## src/rtl/push_conditioner.sv

```systemverilog
// Conditions raw push buttons: 2-flop sync, debounce, press/release strobes
// and optional auto-repeat while a button is held. Each button is independent.
module push_conditioner #(
  parameter int N_BTN           = 5,
  parameter int DEBOUNCE_CYCLES = 1000000,
  parameter int REPEAT_DELAY    = 50000000,
  parameter int REPEAT_RATE     = 10000000,
  parameter int CNT_W           = 26
) (
  input  logic             clk,
  input  logic             Reset,
  input  logic [N_BTN-1:0] push_raw,
  input  logic [N_BTN-1:0] repeat_en,
  output logic [N_BTN-1:0] push_level,
  output logic [N_BTN-1:0] push_pulse,
  output logic [N_BTN-1:0] push_release
);

  typedef enum logic [1:0] {
    RELEASED,
    DEB_PRESS,
    PRESSED,
    DEB_RELEASE
  } btn_state_t;

  localparam logic [CNT_W-1:0] DEB_MAX   = CNT_W'(DEBOUNCE_CYCLES - 1);
  localparam logic [CNT_W-1:0] DELAY_MAX = CNT_W'(REPEAT_DELAY - 1);
  localparam logic [CNT_W-1:0] RATE_MAX  = CNT_W'(REPEAT_RATE - 1);
  localparam logic [CNT_W-1:0] CNT_ONE   = CNT_W'(1);

  logic [N_BTN-1:0] sync_1;
  logic [N_BTN-1:0] sync_2;

  always_ff @(posedge clk or posedge Reset) begin
    if (Reset) begin
      sync_1 <= '0;
      sync_2 <= '0;
    end else begin
      sync_1 <= push_raw;
      sync_2 <= sync_1;
    end
  end

  for (genvar i = 0; i < N_BTN; i++) begin : g_btn
    btn_state_t       state;
    logic [CNT_W-1:0] deb_cnt;
    logic [CNT_W-1:0] rep_cnt;
    logic             first_rep;
    logic             level_q;
    logic             pulse_q;
    logic             release_q;
    logic             rep_match;

    assign rep_match = (rep_cnt == (first_rep ? DELAY_MAX : RATE_MAX));

    // The repeat counter is cleared on every match even when repeat is
    // disabled, so enabling it later fires at the next natural match.
    always_ff @(posedge clk or posedge Reset) begin
      if (Reset) begin
        state     <= RELEASED;
        deb_cnt   <= '0;
        rep_cnt   <= '0;
        first_rep <= 1'b1;
        level_q   <= 1'b0;
        pulse_q   <= 1'b0;
        release_q <= 1'b0;
      end else begin
        pulse_q   <= 1'b0;
        release_q <= 1'b0;
        case (state)
          RELEASED: begin
            if (sync_2[i]) begin
              state   <= DEB_PRESS;
              deb_cnt <= '0;
            end
          end
          DEB_PRESS: begin
            if (!sync_2[i]) begin
              state <= RELEASED;
            end else if (deb_cnt == DEB_MAX) begin
              state     <= PRESSED;
              level_q   <= 1'b1;
              pulse_q   <= 1'b1;
              rep_cnt   <= '0;
              first_rep <= 1'b1;
            end else begin
              deb_cnt <= deb_cnt + CNT_ONE;
            end
          end
          PRESSED: begin
            if (!sync_2[i]) begin
              state   <= DEB_RELEASE;
              deb_cnt <= '0;
            end else if (rep_match) begin
              pulse_q   <= repeat_en[i];
              rep_cnt   <= '0;
              first_rep <= 1'b0;
            end else begin
              rep_cnt <= rep_cnt + CNT_ONE;
            end
          end
          DEB_RELEASE: begin
            if (sync_2[i]) begin
              state <= PRESSED;
            end else if (deb_cnt == DEB_MAX) begin
              state     <= RELEASED;
              level_q   <= 1'b0;
              release_q <= 1'b1;
            end else begin
              deb_cnt <= deb_cnt + CNT_ONE;
            end
          end
          default: state <= RELEASED;
        endcase
      end
    end

    assign push_level[i]   = level_q;
    assign push_pulse[i]   = pulse_q;
    assign push_release[i] = release_q;
  end

endmodule

```

## config.mk

```make
export PLATFORM = sky130hd
export DESIGN_NAME = push_conditioner
export DESIGN_NICKNAME = d
export VERILOG_FILES = /design/src/rtl/push_conditioner.sv
export SDC_FILE = /design/constraint.sdc
export NUM_CORES = 1
export LEC_CHECK = 0
export CORE_ASPECT_RATIO = 2
export CORE_UTILIZATION = 45
export CTS_CLUSTER_DIAMETER = 30
export DETAILED_ROUTE_END_ITERATION = 8
export REMOVE_ABC_BUFFERS = 1
export SETUP_SLACK_MARGIN = 0.2
export SLEW_MARGIN = 15
export SYNTH_ARGS = -nofsm -noshare
export SYNTH_HDL_FRONTEND = slang
export SYNTH_SLANG_ARGS = --single-unit
```

## constraint.sdc

```tcl
create_clock -name clk -period 10.2 [get_ports clk]
set_input_delay 1.53 -clock clk [delete_from_list [all_inputs] [get_ports clk]]
set_output_delay 1.53 -clock clk [all_outputs]
set_load 0.005 [all_outputs]
```

; ---- After elaboration in Yosys (flattened, before gate mapping)
; Cells that the tools add are included.
[word_totals]
register_bits = 300
in_bits = 12
out_inout_bits = 15
wordCells = 332
[classes]
add_sub_neg = 10
n_eq_ne = 75
mux = 170
reduce_logical = 40
[ops]
columns = operator, count
row1 = two-way mux 26 bit, 50
row2 = case mux 26 bit (4 select lines), 5
row3 = adder 26 x 1 -> 26 bit (second input constant), 10
row4 = case mux 26 bit (2 select lines), 5
row5 = equality test 26 x 20 -> 1 bit (second input constant), 5
row6 = equality test 26 bit, 5
row7 = != test 2 bit (second input constant), 40
row8 = two-way mux 1 bit, 60
row9 = two-way mux 2 bit, 30
row10 = AND reduction 4 bit, 15
row11 = AND reduction 5 bit, 10
row12 = case mux 2 bit (4 select lines), 5
row13 = != test 3 bit (second input constant), 10
row14 = case mux 1 bit (2 select lines), 15
row15 = equality test 2 bit (second input constant), 10
row16 = nonzero test 2 bit, 10
row17 = equality test 2 x 1 -> 1 bit (second input constant), 5
row18 = logical NOT 2 bit, 5

; ---- Longest topological paths before layout
; Gate-level depths: netlist of the first run.
[logic_depth]
depth_word = 5
ltp_mapped = 10
ltp_nobuf = 8

; ---- Least setup slack after synthesis of the first run
; No wires, ideal clock.
[synth_path]
path_type = register to register
startpoint = register g_btn[3].rep_cnt[21]
endpoint = register g_btn[3].rep_cnt[13]
setup_ns = 0.121
t_arrival_ns = 2.259
t_required_ns = 10.079
setup_slack_ns = 7.820
path_stages_with_launch = 8
path_buffers = 1
synth_period_minus_slack_ns = 2.380
cell_sequence = dfrtp_1 > or4_1 > or4_1 > o21a_1 > o21a_1 > buf_2 > a21o_1 > a22o_1
[synth_via]
elab_chain_len = 4
[synth_rtl]
columns = item, line_no
row1 = "start, declared", 47  ; logic [CNT_W-1:0] rep_cnt;
row2 = "start signal, assigned", 99  ; rep_cnt <= rep_cnt + CNT_ONE;
row3 = equality test 26 bit, 54  ; assign rep_match = (rep_cnt == (first_rep ? DELAY_MAX : RATE_MAX));
row4 = two-way mux 26 bit, 94  ; end else if (rep_match) begin
row5 = two-way mux 26 bit, 91  ; if (!sync_2[i]) begin
row6 = case mux 26 bit (2 select lines), 70  ; case (state)
; No other way between the ends. The select of a mux whose other input is x is not followed.
; A chain may end at the register's enable or synchronous reset.

; ---- Worst setup path after layout of the first run
[layout_path]
startpoint = register g_btn[2].deb_cnt[20]
endpoint = register g_btn[2].rep_cnt[9]
[layout_via]
elab_chain_len = 3
[layout_rtl]
columns = item, line_no
row1 = "start, declared", 46  ; logic [CNT_W-1:0] deb_cnt;
row2 = "start signal, assigned", 87  ; deb_cnt <= deb_cnt + CNT_ONE;
row3 = "start signal, assigned", 110  ; deb_cnt <= deb_cnt + CNT_ONE;
row4 = equality test 26 x 20 -> 1 bit, 80  ; end else if (deb_cnt == DEB_MAX) begin
row5 = != test 2 bit (no source line), --
row6 = AND reduction 4 bit (no source line), --
row7 = "end signal, assigned", 99
row8 = "end, declared", 47
; No other way between the ends.

==> flow_summary.toml, run 1 <==
[die]
die_y_um = 274
core_mm2 = 0.0364
die_width_um = 138
dieArea_mm2 = 0.0378
initial_utilization_pct = 45.7
io_pins = 27
num_rows = 99

[clocking]
cts_root_buf = "clkbuf_16"
clkLatencyLatePin_ns = 0.58
cts_hold_buf = 0
ctsResizeCount = 0
path_clk_slew_ns = 0.06
cts_tree = "built"
cts_buffer_depth = 3
cts_setup_buffers = 0
clock_sinks = 300
cts_buffers = 51
cts-htree-levels = 2

[critical_path]
slowest_stage = "nand4_1"
crit_path_max_incr_delay_ns = 0.75
crit_type = "flip-flop to flip-flop"
cpMostUsedCell = "nand4_1"
startpoint_type = "flip-flop"
arrival_ns = 3.86
crit_chain = "nor4_1 > nand4_1 > o32ai_2 > nand4_1 > or4_1 > nand3_1"
required_ns = 10.68
setup.worst_path.end_class = "flip-flop"
crit_fanout = 20

[power_and_ir_drop]
vdd_ir_drop_max_uv = 205
powerDensity_mw_per_mm2 = 212
leakagePower_nw = 7.98

[drt]
drt_first_pass_iters = 6
postRouteAntennaNets = 0
drc_errors = 0
wire_per_inst_um = 17.4
drt-vias-per-instance = 5.99
dr.first_iter.drc_count = 574
routed_wl_mm = 41.2
vias = 14200

[timing]
fin_crit_sh_pct = 33.2
tns_ns = 0
relSlewSlack_pct = 27.7
post-route-min-period_ns = 3.38
grt_setup_unrepaired = "false"
final.setup_skew_ns = 0.0339
hold_viol = 0
worstMarginPinSlew_ns = 1.08
finalSetupViolCount = 0
max_freq_mhz = 296
finalMaxSlewViolations = 0
setup_slack_ns = 6.82

[synth]
synth_edf_count = 0
syn_inst = 1867
ys_ff_latch = 300
avgSynthCellArea_um2 = 8.91
ys_types = 75
ys.flop_type = "dfrtp_1"
syn_area_mm2 = 0.0166
seq_area_frac_synth_pct = 45.2
synth_top_area_share_pct = 44.4
yosys_warnings = 0
synth_area_leaders = "dfrtp_1 (44%), nor2_1 (5.0%), nand2_1 (3.8%)"
synth_top_area_cell = "dfrtp_1"
synth_async_sr_flop_share_pct = 100

[global_routing]
first_global_vias = 14700
grt_pass1_wl_mm = 70.2
grt_max_degree = 96
gr-total-overflow = 0
antenna_found_initial = 0
grt_usage_pct = 22.9

[cells_and_area]
layout-drive-gt1-share_pct = 7.19
fill_cells = 3400
fin_cells = 2374
nets = 1919
num_antenna_cells = 0
area_delta_synth_final_pct = 14.5

[run]
max_cap_violations = 0

[placement]
port_buffers = 26
pre_cts_slack_ns = 6.54
gp_congestion = 0.858
hpwlAfterDp_mm = 28.7
dp.cells = 2278

[hold_path]
min_path_type = "flip-flop to flip-flop"

[outcome]
status = "finished, final reports clean"
## kinds of logic after synthesis
group                      synth area share, %
xor gates and xnor gates                  5.37
DFF                                       45.2
AOI/OAI and AO/OA                         15.0
and+or+nand+nor                           28.1
buffers and inverters                     3.48
adders and majority gates                 2.26
muxes                                    0.609
## registers in the layout, indices dropped and copies added (netlist names), named ones only
signal,count
g_btn.pulse_q,5
g_btn.deb_cnt,130
g_btn.state,5
g_btn.rep_cnt,130
g_btn.level_q,5
g_btn.first_rep,5
sync_2,5
g_btn.release_q,5
sync_1,5
## routing by layer
layer  vias up  share of wire [%]  wire [µm]  global-route usage, %
li1       6842                  -          -                      -
met5         -                  0          0                      0
met3       139                2.4       1000                   2.77
met2       255                 56      22900                   44.0
met4         0                4.6       1900                   13.0
met1      6987                 37      15400                   23.0
## stage by stage
| stage | util, % | hold slack (ns) | power [mW] | instance area (µm²) |
|---|---|---|---|---|
| floorplan | - | 0.331 | 1.94 | 16300 |
| global placement | 47.3 | 0.334 | 2.22 | 17200 |
| detailed placement | 47.3 | 0.339 | 2.23 | 17200 |
| CTS | 52.3 | 0.349 | 4.08 | 19000 |
| global route | 52.3 | 0.357 | 4.25 | 19000 |
| finish | 52.3 | 0.347 | 4.03 | 19000 |
## worst max-delay path, delay by kind of cell (launching register included)
| family | cells | cell delay [ns] |
|---|---|---|
| AOI/OAI and AO/OA | 1 | 0.58 |
| and+or+nand+nor | 5 | 2.26 |
| DFF | 1 | 0.43 |
## final timing paths
path,cells past startpoint,from,slack (ns),end
hold / removal,0,sync_1[1]$_DFF_PP0_,0.35,sync_2[1]$_DFF_PP0_
setup / recovery,6,g_btn[2].deb_cnt[20]$_DFFE_PP0P_,6.82,g_btn[2].rep_cnt[9]$_DFFE_PP0P_
hold reg to reg,0,sync_1[1]$_DFF_PP0_,0.35,sync_2[1]$_DFF_PP0_
max in group asynchronous,3,Reset,7.24,g_btn[3].deb_cnt[2]$_DFFE_PP0P_
min in group asynchronous,2,Reset,1.46,g_btn[2].deb_cnt[3]$_DFFE_PP0P_
setup reg to reg,6,g_btn[2].deb_cnt[20]$_DFFE_PP0P_,6.82,g_btn[2].rep_cnt[9]$_DFFE_PP0P_
## cell type report
type                       count  area [µm²]  share of cell area [%]
sequential                   300        7510                    39.5
clock inverter                40         478                    2.51
tap                          454         568                    2.98
timing repair buffer          39         358                    1.88
inverter                      55         214                    1.12
clock buffer                  56        1360                    7.12
multi-input combinational   1430        8560                    44.9
## where the power goes
group          switching (mW)  internal [mW]
Combinational           0.611          0.263
Clock                   0.677           1.14
Sequential             0.0746           1.27
Total                    1.36           2.67
## cell usage after synthesis, drive strengths merged (6+ instances only)
cell type	n
dfrtp	295
nor2	221
nand2	168
o21ai	128
nand3	121
nand4	68
a21oi	66
clkbuf	59
xor2	58
inv	55
and3	52
nor3	52
or3	50
xnor2	44
nor4	37
a22o	35
ha	30
o31ai	28
a21o	26
and4	24
buf	23
or4	23
and2	16
nor2b	14
a2bb2oi	12
nand2b	11
a31oi	10
nor4b	10
mux2i	9
nor3b	9
o22ai	9
or2	9
o21bai	8
a211oi	7
o41ai	7
o211ai	6
## cell usage in the layout, fill, tap and decap left out, drive strengths merged, types with 24 or more instances in the layout
| master | Yosys | final |
|---|---|---|
| dfrtp | 295 | 295 |
| nor2 | 221 | 221 |
| nand2 | 168 | 168 |
| o21ai | 128 | 128 |
| nand3 | 121 | 121 |
| inv | 55 | 75 |
| nand4 | 68 | 68 |
| a21oi | 66 | 66 |
| xor2 | 58 | 58 |
| clkbuf | 59 | 56 |
| and3 | 52 | 52 |
| nor3 | 52 | 52 |
| or3 | 50 | 50 |
| xnor2 | 44 | 44 |
| nor4 | 37 | 37 |
| a22o | 35 | 35 |
| ha | 30 | 30 |
| o31ai | 28 | 28 |
| a21o | 26 | 26 |
| clkdlybuf4s50 | 0 | 26 |
| and4 | 24 | 24 |
Note: power is estimated with default switching activity, not from simulation.
==> run 2, diff against run 1 <==
==> constraint.sdc (replaced) <==
create_clock -name clk -period 3.1 [get_ports clk]
set_input_delay 0.465 -clock clk [delete_from_list [all_inputs] [get_ports clk]]
set_output_delay 0.465 -clock clk [all_outputs]
set_load 0.005 [all_outputs]
==> run 2 against run 1 <==
Net effect:
- via count grew 0.25%
- wire length grew 1.2%
- fmax grew 25%
- critical path type unchanged
- sequential cell count is the same
- clock skew shrank 0.018 ns
- register-to-register slack lost 6.4 ns
- global-route usage is essentially flat
- non-clock buffer count grew 39
- largest cell class unchanged
- critical endpoint is now g_btn[3].rep_cnt[12]$_DFFE_PP0P_
- clock-buffer cell count grew 4
- die area is the same
- combinational power grew to 3.5 times the previous value
- highest routed layer unchanged
- total power grew to 3.4 times the previous value
==> flow_summary.toml, run 2 (same netlist as run 1, synthesis figures left out) <==
[outcome]
status = "finished, final reports clean"

[cells_and_area]
final_area_mm2 = 0.0194
multiInputGateArea_mm2 = 0.00856
postLayoutCoreUtil_pct = 53.4
reg.largest.list = "g_btn.deb_cnt: 130 flops, g_btn.rep_cnt: 130 flops"
fin_cells = 2415
layout-drive-gt1-share_pct = 8.98
fill_cells = 3394
num_antenna_cells = 0
nets = 1961
layout_commonest_cell = "dfrtp_1"
layout_common_cells = "dfrtp_1 (295), nor2_1 (221), nand2_1 (168), o21ai_0 (125), nand3_1 (121)"
area_delta_synth_final_pct = 16.9
regArea_mm2 = 0.00751

[run]
max_cap_violations = 0

[global_routing]
antenna_found_initial = 0
gr-total-overflow = 0
grt_usage_pct = 23.0
grt_max_degree = 65
first_global_vias = 14700
grt_pass1_wl_mm = 70.5

[timing]
worstMarginPinSlew_ns = 1.13
hold_slack_ns = 0.331
finalMaxSlewViolations = 0
grt_setup_unrepaired = "false"
finalSetupViolCount = 0
tns_ns = 0
setup_slack_ns = 0.387
hold_viol = 0
relSlewSlack_pct = 24.2
fin_crit_sh_pct = 87.5
max_freq_mhz = 369
final.setup_skew_ns = 0.0162
post-route-min-period_ns = 2.71

[critical_path]
required_ns = 3.51
crit_type = "flip-flop to flip-flop"
startpoint_type = "flip-flop"
crit_fanout = 11
crit_path_max_incr_delay_ns = 0.51
crit_chain = "or4_1 > or4_1 > o21a_1 > o21a_1 > nand2b_1 > o311ai_0"
critPathTopFamily = "simple AND/OR/NAND/NOR gates"
slowest_stage = "or4_1"
setup.worst_path.end_class = "flip-flop"
arrival_ns = 3.13
critPathBufInv = 0

[clocking]
cts_tree = "built"
cts_root_buf = "clkbuf_16"
cts_buffers = 54
clkLatencyLatePin_ns = 0.57
cts_buffer_depth = 3
path_clk_slew_ns = 0.06
clock_sinks = 300
cts_hold_buf = 0
cts-htree-levels = 2

[drt]
dr.first_iter.drc_count = 645
drt-vias-per-instance = 5.90
drc_errors = 0
routed_wl_mm = 41.7
drt_first_pass_iters = 5
vias = 14300
postRouteAntennaNets = 0
wire_per_inst_um = 17.3

[placement]
gp_congestion = 0.889
dp.cells = 2317
pre_cts_slack_ns = 0.378
hpwlAfterDp_mm = 29.6
dpl_cell_area_mm2 = 0.0175
port_buffers = 26

[die]
die_width_um = 138
initial_utilization_pct = 45.7
dieArea_mm2 = 0.0378
num_rows = 99
die_y_um = 274
core_mm2 = 0.0364
io_pins = 27

[power_and_ir_drop]
vdd_ir_drop_max_uv = 771
power_mw = 13.7
powerDensity_mw_per_mm2 = 702
leakagePower_nw = 8.21

[hold_path]
min_path_type = "input port to async pin"
-- run 2: cell types whose count changed in the layout (fill, tap and decap cells not counted), moves of 2 or more --
cell        delta
bufinv_16      +3
clkinv_2       +5
clkinvlp_4     +2
buf_12         +3
buf_4         +36
clkbuf_1       +3
clkbuf_16      +2
inv_6         -10
inv_8          -2
-- run 2: cell type report --
cell class | instances | area share, %
flip-flops and latches | 300 | 38.6
clock inverters | 38 | 2.56
inverters | 55 | 1.10
multi-input cells | 1430 | 44.0
repair buffers | 78 | 3.54
well taps | 454 | 2.92
clock buffers | 60 | 7.22
-- run 2: power by group --
group / internal (mW) / switching [mW]
clock network: 4.04 / 2.14
logic: 1.02 / 2.06
registers: 4.17 / 0.241
-- run 2: final timing paths --
path,cells past startpoint,slack [ns],from,end
max,6,0.39,g_btn[3].rep_cnt[21]$_DFFE_PP0P_,g_btn[3].rep_cnt[12]$_DFFE_PP0P_
max in group asynchronous,3,1.92,Reset,g_btn[4].release_q$_DFF_PP0_
min,2,0.33,Reset,g_btn[2].deb_cnt[3]$_DFFE_PP0P_
min reg2reg,0,0.35,sync_1[2]$_DFF_PP0_,sync_2[2]$_DFF_PP0_
min in group clk,1,0.35,push_raw[1],sync_1[1]$_DFF_PP0_
max reg2reg,6,0.39,g_btn[3].rep_cnt[21]$_DFFE_PP0P_,g_btn[3].rep_cnt[12]$_DFFE_PP0P_
-- run 2: repair_timing --
action	CTS	global route
resized for setup	0	1
buffers inserted	0	0
hold endpoints to repair	0	0
endpoints found under the setup margin	0	5
-- run 2: per-layer routing --
layer / vias to the layer above / track usage (%) / wire length (µm)
met5: - / 0 / 0
met4: 0 / 10.9 / 1710
met3: 123 / 2.88 / 994
met2: 234 / 44.8 / 23300
met1: 6973 / 23.2 / 15700
li1: 6928 / - / -
